`src/rtl/param_counter.sv`:
```
// Modulo-N up/down counter with clear, clamped load, terminal count, wrap pulse and epoch count.
// Define PARAM_COUNTER_SAT_EN to make the counter saturate at its limits instead of wrapping.
module param_counter #(
    parameter int     WIDTH   = 4,
    parameter longint MODULUS = 10,
    parameter int     EPOCH_W = 8
) (
    input  logic               iclk,
    input  logic               irst,
    input  logic               ien,
    input  logic               iup,
    input  logic               iclr,
    input  logic               iload,
    input  logic [WIDTH-1:0]   ildval,
    output logic [WIDTH-1:0]   ocnt,
    output logic               otc,
    output logic               owrap,
    output logic [EPOCH_W-1:0] oepoch
);

    if (WIDTH < 2 || WIDTH > 32 || MODULUS < 2 || MODULUS > (longint'(1) << WIDTH)) begin : g_bad_params
        $error("param_counter: illegal WIDTH/MODULUS combination");
    end

    localparam logic [WIDTH-1:0] MAXV = WIDTH'(MODULUS - 1);

    // Load values beyond the count range are pulled down to the top count.
    function automatic logic [WIDTH-1:0] clamp_load(input logic [WIDTH-1:0] v);
        return (v > MAXV) ? MAXV : v;
    endfunction

    function automatic logic [WIDTH-1:0] step(input logic [WIDTH-1:0] v, input logic up);
        return up ? v + 1'b1 : v - 1'b1;
    endfunction

    function automatic logic [WIDTH-1:0] wrap_target(input logic up);
        return up ? '0 : MAXV;
    endfunction

    // At the limit in the current direction; doubles as the wrap/saturation condition.
    assign otc = iup ? (ocnt == MAXV) : (ocnt == '0);

    always_ff @(posedge iclk) begin
        if (irst) begin
            ocnt   <= '0;
            owrap  <= 1'b0;
            oepoch <= '0;
        end else begin
            owrap <= 1'b0;
            if (iclr) begin
                ocnt <= '0;
            end else if (iload) begin
                ocnt <= clamp_load(ildval);
            end else if (ien) begin
                if (!otc) begin
                    ocnt <= step(ocnt, iup);
                end else begin
`ifdef PARAM_COUNTER_SAT_EN
                    ocnt <= ocnt;
`else
                    ocnt   <= wrap_target(iup);
                    owrap  <= 1'b1;
                    oepoch <= oepoch + 1'b1;
`endif
                end
            end
        end
    end

endmodule

```
`config.mk`:
```
export PLATFORM = sky130hd
export DESIGN_NAME = param_counter
export DESIGN_NICKNAME = d
export VERILOG_FILES = /design/src/rtl/param_counter.sv
export SDC_FILE = /design/constraint.sdc
export NUM_CORES = 1
export LEC_CHECK = 0
export CAP_MARGIN = 10
export CORE_UTILIZATION = 45
export CTS_BUF_LIST = sky130_fd_sc_hd__clkbuf_16
export CTS_CLUSTER_DIAMETER = 200
export DETAILED_ROUTE_END_ITERATION = 8
export HOLD_SLACK_MARGIN = 0.02
export MAX_ROUTING_LAYER = met4
export PLACE_DENSITY = 0.81
export SETUP_SLACK_MARGIN = 0.2
export SYNTH_ARGS = -nofsm -noshare
export SYNTH_HDL_FRONTEND = slang
export SYNTH_SLANG_ARGS = --single-unit
```
`constraint.sdc`:
```
create_clock -name iclk -period 2.29 [get_ports iclk]
set_input_delay 0.687 -clock iclk [delete_from_list [all_inputs] [get_ports iclk]]
set_output_delay 0.687 -clock iclk [all_outputs]
set_load 0.01 [all_outputs]
```
* Yosys cells after proc, flatten, opt, wreduce, memory -nomap -nowiden *
Index checks and enable logic that the tools add are counted.

word-level totals
  flip-flop bits (word level) = 13
  logic and storage cells = 24

cells by class
  add/subtract/negate cells = 3
  magnitude comparators = 1
  equality and inequality tests = 1
  multiplexer cells = 8
  bitwise operators = 3
  reduce and logical (&&, ||, !) cells = 5

operators with widths
  operator               number
  $mux W4                6
  $add A8 B1 Y8 const B  1
  $add A4 B1 Y4 const B  1
  $eq A4 B4 Y1 const B   1
  $gt A4 B4 Y1 const B   1
  $logic_not A4 Y1       1
  $reduce_and A4 Y1      1
  $reduce_or A4 Y1       1
  $sub A4 B1 Y4 const B  1
  $not A1 Y1             3
  $mux W1                2
  $reduce_bool A2 Y1     1
  $reduce_or A2 Y1       1

* Longest topological paths before layout *
Gate-level depths: netlist of run 1.

  depth in word-level cells = 5
  mapped depth = 7
  depth with buffers taken out = 7

* Least setup slack after synthesis of run 1 *
Ideal clock, no wire load.

  kind = input to register
  start = input port iup
  end = register ocnt[3]
  library setup time = 79 ps
  arrival = 1894 ps
  data required time = 2211 ps
  slack = 316 ps
  cell stages on the path = 7
  path through = inv_2 > ha_1 > a21oi_1 > and4b_1 > a221oi_1 > a31o_1 > a211oi_2

between the ends
  word-level cells in the longest chain between the ends = 4
  elaborated cells on any way between the ends = 6
  those cells by class = mux (6)

ends and longest elaborated chain
  item                                   RTL line  text
  start, declared                        11        input logic iup,
  $mux W4, or another cell as far along  33        return up ? v + 1'b1 : v - 1'b1;
  $mux W4 *                              55        if (!otc) begin
  $mux W4 *                              54        end else if (ien) begin
  $mux W4 *                              52        end else if (iload) begin
  end signal, assigned                   53        ocnt <= clamp_load(ildval);
  end signal, assigned                   56        ocnt <= step(ocnt, iup);
  end signal, assigned                   61        ocnt <= wrap_target(iup);
  end, declared                          15        output logic [WIDTH-1:0] ocnt,

Mark *: on every way between the ends. The rest lies on a longest branch, timed or not. The select of a mux whose other input is x is not followed.
A chain may end at the register's enable or synchronous reset.

* Final worst setup path of run 1 *
  start = input port iload
  end = register oepoch[6]

between the ends
  word-level cells in the longest chain between the ends = 2

ends and longest elaborated chain
  item                         RTL line  text
  start, declared              13        input logic iload,
  $not A1 Y1 (no line)         --
  $reduce_and A4 Y1 (no line)  --
  end signal, assigned         63        oepoch <= oepoch + 1'b1;
  end, declared                18        output logic [EPOCH_W-1:0] oepoch

No other way between the ends.

==> results.sh, run 1 <==
export IMPL_dr_pass1_iters=4
export IMPL_initialDrtViolationCount=10
export IMPL_worstMarginPinSlew_ns=0.4917
export IMPL_outcome="finished, final reports clean"
export IMPL_wl_per_cell_um=15.19
export IMPL_static_leakage_power_uw=0.0005082
export IMPL_endpoint_kind="flop"
export IMPL_crit_type="input port to flop"
export IMPL_fin_nets=143
export IMPL_netlist_instances=89
export IMPL_cp_slowest_cell="clkdlybuf4s50_1"
export IMPL_clkSinkCount=13
export IMPL_syn2layout_area_growth_pct=59.10
export IMPL_power_internal_uw=527.7
export IMPL_layout_min_cycle_time_ns=2.045
export IMPL_ctsHoldBuffers=0
export IMPL_holdWs_ns=0.5090
export IMPL_required_ns=2.45
export IMPL_critPathBufInv=2
export IMPL_critPathLaunchType="input port"
export IMPL_critPathMaxStageDelay_ns=0.46
export IMPL_dp_hpwl_mm=1.520
export IMPL_clockPowerShare=0.474
export IMPL_vdd_drop_max_mv=0.5092
export IMPL_fin_ws_ns=0.2447
export IMPL_p_sw_frac=0.2251
export IMPL_hp_class="flop to flop"
export IMPL_synth_edff_count=0
export IMPL_avgSynthCellArea_sq_um=8.730
export IMPL_post_cts_buffers=0
export IMPL_grt_pass1_vias=832
export IMPL_synthFlopType="dfxtp_1"
export IMPL_viasPerCell=5.674
export IMPL_cp_max_fo=7
export IMPL_cap_viol_max_count=0
export IMPL_dpl_instance_area_sq_um=1126
export IMPL_die_w_um=43.56
export IMPL_slew_viol_final=0
export IMPL_start_util=0.4984
export IMPL_hold_violations=0
export IMPL_fmax_ghz=0.4889
export IMPL_numPortBuffers=23
export IMPL_dp_slack_ns=-0.4553
export IMPL_pwr_share_seq=0.348
export IMPL_drive_gt1_frac=0.2500
export IMPL_r2r_cells=6
export IMPL_ys_warn_count=0
export IMPL_grt_max_degree=14
export IMPL_grt_total_usage=0.2435
export IMPL_numCtsBuffers=3
export IMPL_synthesis_nets=103
export IMPL_cp_cell_sequence="clkdlybuf4s50_1 > nor3b_2 > buf_4 > nand2_4 > or3_1 > a21oi_1"
export IMPL_antenna_found_initial=0
export IMPL_cts_root_buffer="clkbuf_16"
export IMPL_clk_latency_ns=0.24
export IMPL_detail_route_antenna_nets=0
export IMPL_fin_skew_ns=0.001005
export IMPL_combPwrFrac=0.178
export IMPL_path_clk_slew_ns=0.04
export IMPL_grt_setup_unrepaired="no"
export IMPL_die_y_um=43.56
export IMPL_grt_pass1_wl_mm=3.353
export IMPL_cts_tree="built"
export IMPL_pin_count=24
export IMPL_cp_data_arrival_time_ns=2.20
export IMPL_antennaDiodeCount=0
export IMPL_pwr_density_cell_nw_per_um2=550.9
export IMPL_cp_num_cells=6
export IMPL_htree_levels=1
export IMPL_synthArstFlopShare=0
export IMPL_p_sw_uw=153.3
export IMPL_num_vias=817
export IMPL_drc=0
export IMPL_rows=14
export IMPL_seq_area_frac_synth=0.3349
export IMPL_die_area_sq_um=1897
export IMPL_layout_commonest_cell="clkdlybuf4s50_1"
export IMPL_syn_area_sq_um=777.0
export IMPL_whs_path_depth=2
export IMPL_finalCritPeriodShare=0.8931
export IMPL_relSlewSlack=0.6712
export IMPL_finalSetupViolCount=0
export IMPL_overflow=0
export IMPL_final_cell_area_sq_um=1236
export IMPL_gp_congestion=0.8245
export IMPL_ys_ff_latch=13
export IMPL_core_area_sq_um=1559
export IMPL_cp_top_family="simple AND/OR/NAND/NOR gates"
export IMPL_most_common_layout_cells="clkdlybuf4s50_1 (20), buf_4 (14), dfxtp_1 (13)"
export IMPL_wirelength_mm=2.188
export IMPL_cts_max_path_buffers=2
export IMPL_synthDistinctLibCells=39
[tightest hold or removal path: stages, from the launching register on]
cell	delay [ns]
dfxtp_1	0.33
xor2_1	0.07
nor2_1	0.07
[state kept, by name, indices dropped and copies added (netlist names)]
register and cells:
ocnt 4, owrap 1, oepoch 8
[per-stage QoR]
stage	utilization	power [uW]	TNS (ns)	instances
floorplan	-	293.4	0	89
global route	0.7929	707.1	0	144
global placement	0.7223	351.6	-1.421	140
finish	0.7929	681.0	0	144
CTS	0.7801	673.9	0	144
detailed placement	0.7223	354.4	-1.529	140
[logic make-up (layout without fill, tap and decap cells)]
family	Yosys count	after routing	share of synthesized area
buf+inv	5	44	0.02736
xor+xnor	6	6	0.06763
fa+ha+maj	4	4	0.07408
compound gates	20	20	0.1852
flops	13	13	0.3349
mux	1	1	0.01288
simple gates	40	40	0.2979
[area by class of cell]
cell class,instances,area (sq um)
repair buffers,38,345.3
inverters,2,7.507
clock inverters,1,3.754
well taps,16,20.02
clock buffers,3,75.07
multi-input cells,71,524.3
fillers,102,322.8
flip-flops and latches,13,260.3
[synthesized netlist by cell type (2+ instances only)]
| library cell | n | area (sq um) |
|---|---|---|
| xor2_1 | 4 | 35.03 |
| a21oi_1 | 5 | 25.02 |
| nand2_1 | 8 | 30.03 |
| nand3b_1 | 2 | 15.01 |
| dfxtp_1 | 13 | 260.3 |
| buf_2 | 2 | 10.01 |
| and3_1 | 2 | 12.51 |
| or3_1 | 4 | 25.02 |
| o21ai_1 | 5 | 25.02 |
| nor2_1 | 7 | 26.28 |
| xnor2_1 | 2 | 17.52 |
| nor3_1 | 3 | 15.01 |
| nand3_1 | 2 | 10.01 |
| nand4_1 | 3 | 18.77 |
| ha_1 | 3 | 37.54 |
[power by group through the flow]
stage                     combinational [uW]  clock (uW)  sequential [uW]
after detailed placement                 114           0              240
final                                    121         323              237
after global placement                   111           0              240
after global routing                     131         339              237
after CTS                                116         322              236
after floorplan                         51.2           0              242
[worst paths after layout]
kind	startpoint	endpoint	slack, ns
worst min register to register	oepoch[7]$_SDFFE_PP0P_	oepoch[7]$_SDFFE_PP0P_	0.51
worst min-delay path	oepoch[7]$_SDFFE_PP0P_	oepoch[7]$_SDFFE_PP0P_	0.51
worst max-delay path	iload	oepoch[6]$_SDFFE_PP0P_	0.24
worst max register to register	ocnt[1]$_SDFFE_PP0P_	oepoch[6]$_SDFFE_PP0P_	0.60
[per-layer routing]
metal	wire length [um]	vias up	global-route usage	share of wire
met4	56	0	0.09375	0.026
met2	1134	18	0.4388	0.52
met3	65	7	0.03750	0.030
met1	932	389	0.2642	0.43
li1	-	403	-	-
met5	0	-	-	0
[repair_timing]
action / 4_1_cts / 5_1_grt
hold endpoints to repair: 0 / 0
resized for setup: 10 / 7
pin swaps: 0 / 4
endpoints found under the setup margin: 5 / 6
No activity file was read; power rests on OpenSTA's default activity.
==> run 2: changes to the inputs <==
--- a/config.mk
+++ b/config.mk
@@ -6,7 +6,10 @@
 export NUM_CORES = 1
 export LEC_CHECK = 0
 export CAP_MARGIN = 10
-export CORE_UTILIZATION = 45
+export CELL_PAD_IN_SITES_DETAIL_PLACEMENT = 1
+export CELL_PAD_IN_SITES_GLOBAL_PLACEMENT = 1
+export CORE_ASPECT_RATIO = 1.5
+export CORE_UTILIZATION = 33
 export CTS_BUF_LIST = sky130_fd_sc_hd__clkbuf_16
 export CTS_CLUSTER_DIAMETER = 200
 export DETAILED_ROUTE_END_ITERATION = 8
==> run 2 against run 1 <==
Compared with the run above:
- setup slack improved by 0.022 ns
- non-clock buffer count grew 1
- flip-flop and latch count is the same
- register-to-register slack lost 0.03 ns
- utilization decreased by 23 points
- cell count up 5.6%
- power increased by 1.5%
- critical path type is now flop to output pin
- critical endpoint is now ocnt[0]
- largest power group unchanged
==> results.sh, run 2 (synthesized netlist as in run 1, its figures left out) <==
export IMPL_cp_slowest_cell="clkdlybuf4s50_1"
export IMPL_holdPathEnd="oepoch[3]$_SDFFE_PP0P_"
export IMPL_detail_route_antenna_nets=0
export IMPL_antenna_found_initial=0
export IMPL_cts_root_buffer="clkbuf_16"
export IMPL_n_fill_cell=274
export IMPL_required_ns=1.60
export IMPL_dp_hpwl_mm=1.800
export IMPL_dr_pass1_iters=4
export IMPL_wl_per_cell_um=17.43
export IMPL_r2r_start="ocnt[2]$_SDFFE_PP0P_"
export IMPL_cp_max_fo=6
export IMPL_holdWs_ns=0.5161
export IMPL_grt_max_degree=14
export IMPL_layout_min_cycle_time_ns=2.023
export IMPL_critPathLaunchType="flop"
export IMPL_largest_register="oepoch"
export IMPL_most_common_layout_cells="clkdlybuf4s50_1 (20), buf_4 (15), dfxtp_1 (13)"
export IMPL_finalSetupViolCount=0
export IMPL_critPathMaxStageDelay_ns=0.54
export IMPL_grt_total_usage=0.2244
export IMPL_grt_setup_unrepaired="yes"
export IMPL_viasPerCell=5.776
export IMPL_drc=0
export IMPL_reg2reg_slack_ns=0.57
export IMPL_grt_pass1_vias=869
export IMPL_final_cell_area_sq_um=1252
export IMPL_fin_nets=144
export IMPL_hold_violations=0
export IMPL_endpoint_kind="output pin"
export IMPL_hp_class="flop to flop"
export IMPL_cap_viol_max_count=0
export IMPL_pwr_density_cell_nw_per_um2=552.0
export IMPL_vdd_drop_max_mv=0.5974
export IMPL_outcome="finished, final reports clean"
export IMPL_clkSinkCount=13
export IMPL_die_y_um=61.43
export IMPL_largest_reg_flops=8
export IMPL_antennaDiodeCount=0
export IMPL_numCtsBuffers=3
export IMPL_cp_data_arrival_time_ns=1.34
export IMPL_syn2layout_area_growth_pct=61.19
export IMPL_wirelength_mm=2.650
export IMPL_finalPower_uw=691.3
export IMPL_relSlewSlack=0.6298
export IMPL_cp_cell_sequence="buf_4 > clkdlybuf4s50_1"
export IMPL_hp_start="oepoch[3]$_SDFFE_PP0P_"
export IMPL_slew_viol_final=0
export IMPL_multi_input_area_sq_um=530.5
export IMPL_finalCritPeriodShare=0.8835
export IMPL_clk_latency_ns=0.25
export IMPL_reg_top3="oepoch (8), ocnt (4), owrap (1)"
export IMPL_seq_area_sq_um=260.3
export IMPL_rows=21
export IMPL_num_vias=878
export IMPL_gp_congestion=0.8496
export IMPL_static_leakage_power_uw=0.0005115
export IMPL_grt_pass1_wl_mm=4.015
export IMPL_start_util=0.3479
export IMPL_r2r_end="ocnt[3]$_SDFFE_PP0P_"
export IMPL_cts_tree="built"
export IMPL_path_clk_slew_ns=0.05
export IMPL_whs_path_depth=2
export IMPL_fmax_ghz=0.4943
export IMPL_die_area_sq_um=2557
export IMPL_worstMarginPinSlew_ns=0.5535
export IMPL_htree_levels=1
export IMPL_fin_skew_ns=0.004778
export IMPL_core_area_sq_um=2233
export IMPL_layout_commonest_cell="clkdlybuf4s50_1"
export IMPL_cts_max_path_buffers=2
export IMPL_crit_type="flop to output pin"
export IMPL_overflow=0
export IMPL_initialDrtViolationCount=9
export IMPL_ctsHoldBuffers=0
export IMPL_numPortBuffers=23
export IMPL_dpl_instance_area_sq_um=1135
export IMPL_pin_count=24
export IMPL_r2r_cells=6
export IMPL_drive_gt1_frac=0.2636
export IMPL_die_w_um=41.62
run 2: cell count changes in the layout (fill, tap and decap cells not counted), sizes merged:
| cell | change |
|---|---|
| buf | +1 |
run 2: cell type report:
type | count | area share
inverter | 2 | 0.005994
sequential | 13 | 0.2078
clock inverter | 1 | 0.002997
timing repair buffer | 39 | 0.2767
clock buffer | 3 | 0.05994
multi-input combinational | 71 | 0.4236
tap | 23 | 0.02298
run 2: metrics by stage:
stage,setup slack [ns],TNS [ns],cells,utilization
6_report,0.2668,0,152,0.5608
5_1_grt,0.1911,0,152,0.5608
4_1_cts,0.2112,0,152,0.5518
3_5_place_dp,-0.4660,-1.688,147,0.5081
3_3_place_gp,-0.4470,-1.391,147,0.5081
2_1_floorplan,0.3162,0,89,-
run 2: what timing repair did:
| item | CTS | global route |
|---|---|---|
| pin swaps | 4 | 1 |
| setup endpoints to repair | 6 | 4 |
| resized for setup | 13 | 5 |
| buffers inserted | 1 | 0 |
run 2: per-layer routing:
metal  global-route usage  vias up  routed length, um
li1                     -      405                  -
met1               0.2043      425                963
met2               0.4353       35               1463
met3              0.03226       13                113
met4               0.1429        0                109
met5                    -        -                  0
run 2: how the worst max path moves through the flow:
stage	startpoint	to	slack, ns	cells after the start
3_3_place_gp	iup	otc	-0.45	4
5_1_grt	iup	ocnt[2]$_SDFFE_PP0P_	0.19	10
2_1_floorplan	iup	ocnt[3]$_SDFFE_PP0P_	0.32	7
4_1_cts	ien	oepoch[5]$_SDFFE_PP0P_	0.21	6
6_report	ocnt[0]$_SDFFE_PP0P_	ocnt[0]	0.27	2
3_5_place_dp	iup	otc	-0.47	4
run 2: critical path: cells and delay by family, from the launching register on:
kind / cells / cell delay, ns
DFF: 1 / 0.37
buffers and inverters: 2 / 0.72
run 2: report_power, final:
group	internal (uW)	switching [uW]
Combinational	65.8	58.0
Sequential	231	5.53
Clock	231	100
Total	528	164
==> run 3: changes to the inputs <==
--- a/config.mk
+++ b/config.mk
@@ -11,12 +11,13 @@
 export CORE_ASPECT_RATIO = 1.5
 export CORE_UTILIZATION = 33
 export CTS_BUF_LIST = sky130_fd_sc_hd__clkbuf_16
-export CTS_CLUSTER_DIAMETER = 200
+export CTS_CLUSTER_DIAMETER = 30
 export DETAILED_ROUTE_END_ITERATION = 8
 export HOLD_SLACK_MARGIN = 0.02
 export MAX_ROUTING_LAYER = met4
 export PLACE_DENSITY = 0.81
 export SETUP_SLACK_MARGIN = 0.2
+export SKIP_CTS_REPAIR_TIMING = 1
 export SYNTH_ARGS = -nofsm -noshare
 export SYNTH_HDL_FRONTEND = slang
 export SYNTH_SLANG_ARGS = --single-unit
==> run 3 against run 2 <==
Compared with the run above:
- sequential share of layout area unchanged
- register-to-register slack better by 0.04 ns
- largest power group unchanged
- utilization unchanged
- power about the same
- global-route usage down 0.32 points
==> results.sh, run 3 (synthesized netlist as in run 1, its figures left out) <==
export IMPL_slew_viol_final=0
export IMPL_reg_top3="oepoch (8), ocnt (4), owrap (1)"
export IMPL_route_met2_wl_mm=1.516
export IMPL_clkSinkCount=13
export IMPL_pwr_density_cell_nw_per_um2=551.5
export IMPL_numCtsBuffers=3
export IMPL_most_common_layout_cells="clkdlybuf4s50_1 (20), buf_4 (14), dfxtp_1 (13)"
export IMPL_grt_total_usage=0.2212
export IMPL_clockPowerShare=0.479
export IMPL_clk_latency_ns=0.25
export IMPL_required_ns=1.60
export IMPL_largest_register="oepoch"
export IMPL_hp_class="flop to flop"
export IMPL_dr_pass1_iters=4
export IMPL_routedLengthMet1_um=933
export IMPL_cp_max_fo=6
export IMPL_grt_pass1_wl_mm=3.933
export IMPL_wirelength_mm=2.607
export IMPL_finalSetupViolCount=0
export IMPL_fmax_ghz=0.4881
export IMPL_numPortBuffers=23
export IMPL_combPwrFrac=0.178
export IMPL_pin_count=24
export IMPL_cap_viol_max_count=0
export IMPL_rows=21
export IMPL_cts_max_path_buffers=2
export IMPL_grt_pass1_vias=843
export IMPL_cp_data_arrival_time_ns=1.36
export IMPL_cts_root_buffer="clkbuf_16"
export IMPL_wl_per_cell_um=17.26
export IMPL_p_sw_uw=162.7
export IMPL_critPathLaunchType="flop"
export IMPL_overflow=0
export IMPL_antennaDiodeCount=0
export IMPL_start_util=0.3479
export IMPL_viasPerCell=5.530
export IMPL_endpoint_kind="output pin"
export IMPL_top_layer="met4"
export IMPL_holdWs_ns=0.5154
export IMPL_relSlewSlack=0.6438
export IMPL_whs_path_depth=2
export IMPL_cp_cell_sequence="buf_4 > clkdlybuf4s50_1"
export IMPL_gp_congestion=0.8496
export IMPL_crit_type="flop to output pin"
export IMPL_syn2layout_area_growth_pct=61.19
export IMPL_outcome="finished, final reports clean"
export IMPL_die_area_sq_um=2557
export IMPL_grt_max_degree=14
export IMPL_dp_hpwl_mm=1.800
export IMPL_detail_route_antenna_nets=0
export IMPL_die_y_um=61.43
export IMPL_r2r_cells=6
export IMPL_die_w_um=41.62
export IMPL_power_internal_uw=528.1
export IMPL_htree_levels=1
export IMPL_finalCritPeriodShare=0.8947
export IMPL_layout_commonest_cell="clkdlybuf4s50_1"
export IMPL_cts_tree="built"
export IMPL_path_clk_slew_ns=0.05
export IMPL_cp_slowest_cell="clkdlybuf4s50_1"
export IMPL_num_vias=835
export IMPL_fin_skew_ns=0.004967
export IMPL_largest_reg_flops=8
export IMPL_vdd_drop_max_mv=0.6005
export IMPL_hold_violations=0
export IMPL_worstMarginPinSlew_ns=0.5327
export IMPL_drive_gt1_frac=0.2500
export IMPL_core_area_sq_um=2233
export IMPL_layout_min_cycle_time_ns=2.049
export IMPL_drc=0
export IMPL_static_leakage_power_uw=0.0005170
export IMPL_grt_setup_unrepaired="no"
export IMPL_critPathMaxStageDelay_ns=0.54
export IMPL_fin_nets=143
export IMPL_pwr_share_seq=0.343
export IMPL_antenna_found_initial=0
export IMPL_wl_met3_um=90
export IMPL_p_sw_frac=0.2355
export IMPL_initialDrtViolationCount=1
export IMPL_final_util=0.5608
-- run 3: power groups by stage --
stage | combinational (uW) | sequential (uW) | clock (uW)
final | 123 | 237 | 331
after floorplan | 51.2 | 242 | 0
after detailed placement | 116 | 240 | 0
after global placement | 111 | 240 | 0
after global routing | 134 | 237 | 343
after CTS | 118 | 236 | 338
-- run 3: worst paths after layout --
check | startpoint | to | slack, ns
min reg2reg | oepoch[3]$_SDFFE_PP0P_ | oepoch[3]$_SDFFE_PP0P_ | 0.52
max reg2reg | ocnt[1]$_SDFFE_PP0P_ | oepoch[6]$_SDFFE_PP0P_ | 0.61
min | oepoch[3]$_SDFFE_PP0P_ | oepoch[3]$_SDFFE_PP0P_ | 0.52
max | ocnt[0]$_SDFFE_PP0P_ | ocnt[0] | 0.24
-- run 3: layer usage --
metal / GRT usage / up-vias
met4: 0.1290 / 0
met3: 0.02933 / 7
met5: - / -
li1: - / 403
met1: 0.2007 / 402
met2: 0.4375 / 23
-- run 3: cell type report --
| type | count | area, sq um |
|---|---|---|
| Clock inverter | 1 | 3.754 |
| Clock buffer | 3 | 75.07 |
| Multi-Input combinational cell | 71 | 530.5 |
| Timing Repair Buffer | 38 | 346.6 |
| Inverter | 2 | 7.507 |
| Tap cell | 23 | 28.78 |
| Sequential cell | 13 | 260.3 |
| Fill cell | 272 | 980.9 |
-- run 3: critical path: cells and delay by family (launching register included) --
kind                   cells  cell delay (ns)
buffers and inverters      2             0.73
DFF                        1             0.39
-- run 3: metrics by stage --
| stage | std cells | instance area [sq um] | setup slack, ns | TNS [ns] | total power, uW |
|---|---|---|---|---|---|
| floorplan | 89 | 777.0 | 0.3162 | 0 | 293.4 |
| global placement | 147 | 1135 | -0.4470 | -1.391 | 351.3 |
| detailed placement | 147 | 1135 | -0.4660 | -1.688 | 356.9 |
| CTS | 151 | 1214 | -0.4681 | -0.9082 | 691.8 |
| global route | 151 | 1252 | 0.1998 | 0 | 714.2 |
| finish | 151 | 1252 | 0.2411 | 0 | 690.8 |
